<file path="src/rtl/reg_file_mp.sv">
// Multi-port register file: NUM_RD async read ports, 2 write ports (port 1 wins), x0 hardwired, clear sequencer.
// Latency: reads combinational, writes one edge; clear takes DEPTH cycles. Optional REGFILE_BYPASS_EN adds write-through.
// Backpressure: none on writes; ready stays low during clear, and writes are dropped until it rises.
module reg_file_mp #(
    parameter int WIDTH  = 32,
    parameter int DEPTH  = 32,
    parameter int NUM_RD = 2,
    parameter int AW     = $clog2(DEPTH)
) (
    input  logic                    clk,
    input  logic                    rst,
    input  logic [1:0]              wr_en,
    input  logic [2*AW-1:0]         wr_addr,
    input  logic [2*WIDTH-1:0]      wr_data,
    input  logic [NUM_RD*AW-1:0]    rd_addr,
    output logic [NUM_RD*WIDTH-1:0] rd_data,
    output logic                    ready,
    output logic                    wr_collision
);
    typedef enum logic {CLEAR, READY} state_t;

    localparam logic [AW-1:0] LAST = AW'(DEPTH - 1);

    state_t           state;
    logic [AW-1:0]    cnt;
    logic [WIDTH-1:0] mem [DEPTH];

    logic [AW-1:0]    wa0, wa1;
    logic [WIDTH-1:0] wd0, wd1;
    logic             we0, we1;

    assign wa0 = wr_addr[0 +: AW];
    assign wa1 = wr_addr[AW +: AW];
    assign wd0 = wr_data[0 +: WIDTH];
    assign wd1 = wr_data[WIDTH +: WIDTH];
    assign we0 = !rst && (state == READY) && wr_en[0] && (wa0 != '0);
    assign we1 = !rst && (state == READY) && wr_en[1] && (wa1 != '0);

    always_ff @(posedge clk) begin
        if (rst) begin
            state        <= CLEAR;
            cnt          <= '0;
            ready        <= 1'b0;
            wr_collision <= 1'b0;
        end else begin
            case (state)
                CLEAR: begin
                    wr_collision <= 1'b0;
                    // Stop on the last entry so cnt never wraps.
                    if (cnt == LAST) begin
                        state <= READY;
                        ready <= 1'b1;
                    end else begin
                        cnt <= cnt + 1'b1;
                    end
                end
                default: begin
                    wr_collision <= we0 && we1 && (wa0 == wa1);
                end
            endcase
        end
    end

    // Port 1 is assigned last so it wins a same-address collision.
    always_ff @(posedge clk) begin
        if (!rst && state == CLEAR) begin
            mem[cnt] <= '0;
        end else begin
            if (we0) mem[wa0] <= wd0;
            if (we1) mem[wa1] <= wd1;
        end
    end

    for (genvar r = 0; r < NUM_RD; r++) begin : g_rd
        logic [AW-1:0]    ra;
        logic [WIDTH-1:0] lane;

        assign ra = rd_addr[r*AW +: AW];

        always_comb begin
            lane = '0;
            if (state == READY && ra != '0) begin
                lane = mem[ra];
`ifdef REGFILE_BYPASS_EN
                if (we0 && wa0 == ra) lane = wd0;
                if (we1 && wa1 == ra) lane = wd1;
`endif
            end
        end

        assign rd_data[r*WIDTH +: WIDTH] = lane;
    end
endmodule

</file>
<file path="config.mk">
export PLATFORM = sky130hd
export DESIGN_NAME = reg_file_mp
export DESIGN_NICKNAME = d
export VERILOG_FILES = /design/src/rtl/reg_file_mp.sv
export SDC_FILE = /design/constraint.sdc
export NUM_CORES = 2
export LEC_CHECK = 0
export CAP_MARGIN = 15
export CORE_MARGIN = 2
export CORE_UTILIZATION = 60
export CTS_CLUSTER_SIZE = 12
export DETAILED_ROUTE_END_ITERATION = 7
export PLACE_DENSITY = 0.76
export SYNTH_ARGS = -nofsm -noshare
export SYNTH_HDL_FRONTEND = slang
export SYNTH_SLANG_ARGS = --single-unit
</file>
<file path="constraint.sdc">
create_clock -name clk -period 5.7 [get_ports clk]
set_clock_uncertainty 0.2 [all_clocks]
set_input_delay 1.14 -clock clk [delete_from_list [all_inputs] [get_ports clk]]
set_output_delay 1.14 -clock clk [all_outputs]
set_load 0.01 [all_outputs]
</file>
==> flow_metrics.py <==
metrics = {
    "run_status": {
        "status": "finished with violations",
        "violations": "design-rule violations, negative setup slack",
    },
    "die": {
        "die-area_um2": 104000,
        "core_area_um2": 100000,
        "die_x_um": 322,
        "placementRows": 116,
        "pin_count": 154,
        "die_h_um": 322,
        "start_util_pct": 60.5,
    },
    "sta": {
        "hold_ws_ns": 0.281,
        "worst_slack_ns": -0.0396,
        "tns_ns": -0.0718,
        "worstMarginPinSlew_ns": 1.20,
        "timing.fmax_ghz": 0.174,
        "period_minus_slack_ns": 5.74,
        "slew_headroom_pct": 19.8,
        "maxSlewViolCount": 0,
        "setup_violations": 2,
        "finalCritPeriodShare_pct": 101,
        "hold_violations": 0,
        "rsz0062_at_grt": "false",
    },
    "critical_path": {
        "r2r_slack_ns": 1.53,
        "reg2reg_depth": 6,
        "critPathLaunchType": "flip-flop",
        "worstSetupEndpointType": "output pin",
        "reg2reg_from": "state$_SDFF_PP0_",
        "arrival_ns": 4.40,
        "critical_path_required_ns": 4.36,
        "crit_type": "flip-flop to output pin",
        "rr_endpoint": "mem[3][15]$_DFFE_PP_",
        "worst-path-max-fanout": 32,
    },
    "logic_synthesis": {
        "async_flop_share_pct": 0,
        "ys_top_cells_by_area": "edfxtp_1 (51%), mux2_2 (14%), mux4_2 (9.4%)",
        "yosys-top-cells-count": "edfxtp_1 (1,024), mux2_2 (736), o21ai_0 (533)",
        "synth_edf_count": 1024,
        "syn_inst": 4763,
        "synth_top_area_share_pct": 50.7,
        "syn-num-nets": 4853,
        "synth.largest_area_cell": "edfxtp_1",
        "ys_seq_elements": 1032,
        "ys_warn_count": 0,
        "synth_ff_type": "edfxtp_1",
        "syn-cell-area_um2": 60600,
        "ys_seq_area_share_pct": 51.0,
        "synth_area_per_cell_um2": 12.7,
        "synth_most_common_cell": "edfxtp_1",
        "synthDistinctLibCells": 63,
    },
    "global_routing": {
        "grt_pass1_vias": 45100,
        "grt_usage_pct": 43.7,
        "grt_pass1_wl_um": 318000,
        "antenna_found_initial": 14,
        "grt-ovfl-total": 0,
        "grt_max_degree": 67,
    },
    "route": {
        "ant_nets": 0,
        "vias": 46800,
        "first_pass_iters": 8,
        "vias_per_cell": 7.70,
        "wire_per_inst_um": 37.6,
        "drc": 4,
        "drtIter0Drc": 8016,
        "drt_wl_total_um": 228000,
    },
    "clock_tree": {
        "ctsHtreeMaxLevel": 3,
        "cts_buffer_depth": 3,
        "cts.hold.buffers_added": 0,
        "cts_setup_buffers": 0,
        "clk_pin_slew_worst_paths_ns": 0.05,
        "cts-root-buf": "clkbuf_16",
        "post_cts_resized": 0,
        "cts_tree": "done",
        "cts_buffers": 110,
        "clock_sinks": 1032,
        "clk_latency_ns": 0.70,
    },
    "min_path": {
        "hold_class": "flip-flop to flip-flop",
        "hold_end": "ready$_SDFFE_PP0P_",
        "min-delay-start": "ready$_SDFFE_PP0P_",
        "hold_depth": 2,
    },
    "power": {
        "p_per_area_nw_per_um2": 242,
        "power_mw": 16.4,
        "leakage_nw": 22.0,
        "ir_worst_vdd_v": 0.000276,
    },
    "placed_design": {
        "port_buffers": 153,
        "placed_cells": 5864,
        "dp_hpwl_um": 133000,
        "place_congestion": 0.925,
        "placed_area_um2": 64000,
    },
    "layout": {
        "multiInputGateArea_um2": 27600,
        "finalInstanceArea_um2": 67500,
        "fill_cells": 6930,
        "area_growth_pct": 11.4,
        "num-nets-final": 4772,
        "register_area_um2": 30900,
        "drive_gt1_share_pct": 31.4,
        "fin_cells": 6076,
    },
    "job": {
        "maxCapViolations": 0,
    },
}
[power breakdown]
group / switching [mW] / total, mW / internal, mW
clock network: 3.05 / 6.93 / 3.88
registers: 0.0256 / 8.30 / 8.28
logic: 0.717 / 1.14 / 0.424
[critical path, cell delays in order (launching register included)]
cell	delay [ns]
dfxtp_1	0.96
inv_1	0.66
nor4b_2	0.54
buf_12	0.38
a22oi_1	0.19
nand4_1	0.24
clkdlybuf4s50_1	0.70
[logic make-up (layout without fill, tap and decap cells)]
family	after synthesis	count (layout)	share of synthesized area [%]
mux	1251	1251	27.4
xor+xnor	7	7	0.101
simple gates	926	926	7.56
compound gates	956	956	9.39
other cells	0	8	0
flops	1032	1032	51.0
fa+ha+maj	2	2	0.0413
buf+inv	589	596	4.52
[cell type report]
type,instances,area share (%)
flip-flops and latches,1032,45.8
multi-input cells,3142,40.8
repair buffers,360,5.80
clock buffers,147,4.38
well taps,1298,2.40
clock inverters,53,0.615
inverters,36,0.200
diodes,8,0.0296
[layout by cell type, fill, tap and decap left out, types with 15 or more instances in the layout]
cell type        count
edfxtp_1          1024
mux2_2             736
o21ai_0            516
nand2_1            491
mux2i_1            260
mux4_2             252
a22oi_1            164
clkdlybuf4s50_1    147
buf_4              145
clkbuf_16          114
nand3_1             70
nor2b_1             68
a211oi_1            65
o22ai_1             65
nand4_1             64
or3_1               62
buf_12              58
a21oi_1             37
and3_1              34
clkbuf_1            34
a31oi_1             31
nand2_4             29
a22o_1              28
inv_2               26
clkinv_1            26
o21ai_4             17
nor3_2              16
clkinv_2            16
nand2_2             15
nor2_1              15
[sequential cells by signal (all words and copies together), names as in the netlist]
name          count
ready             1
cnt               5
state             1
mem            1024
wr_collision      1
[worst max-delay path by stage]
stage | start | end
2_1_floorplan | rst | mem[17][0]$_DFFE_PP_
3_3_place_gp | rd_addr[3] | rd_data[11]
3_5_place_dp | rd_addr[3] | rd_data[11]
4_1_cts | rd_addr[3] | rd_data[11]
5_1_grt | state$_SDFF_PP0_ | rd_data[61]
6_report | state$_SDFF_PP0_ | rd_data[51]
[metrics by stage]
stage / setup slack, ns / util (%)
detailed placement: 0.111 / 64.0
CTS: 0.0670 / 67.3
global placement: 0.0748 / 63.9
finish: -0.0396 / 67.4
floorplan: 0.558 / -
global route: 0.0164 / 67.4
[layer usage]
metal  track usage, %  share of wire, %  up-vias
met5                0             0.090        -
met4             27.5               7.9       23
met3             17.9                18     1223
met2             62.1                42     4612
met1             55.6                32    22700
li1                 -                 -    18300
No activity file was read; power rests on OpenSTA's default activity.
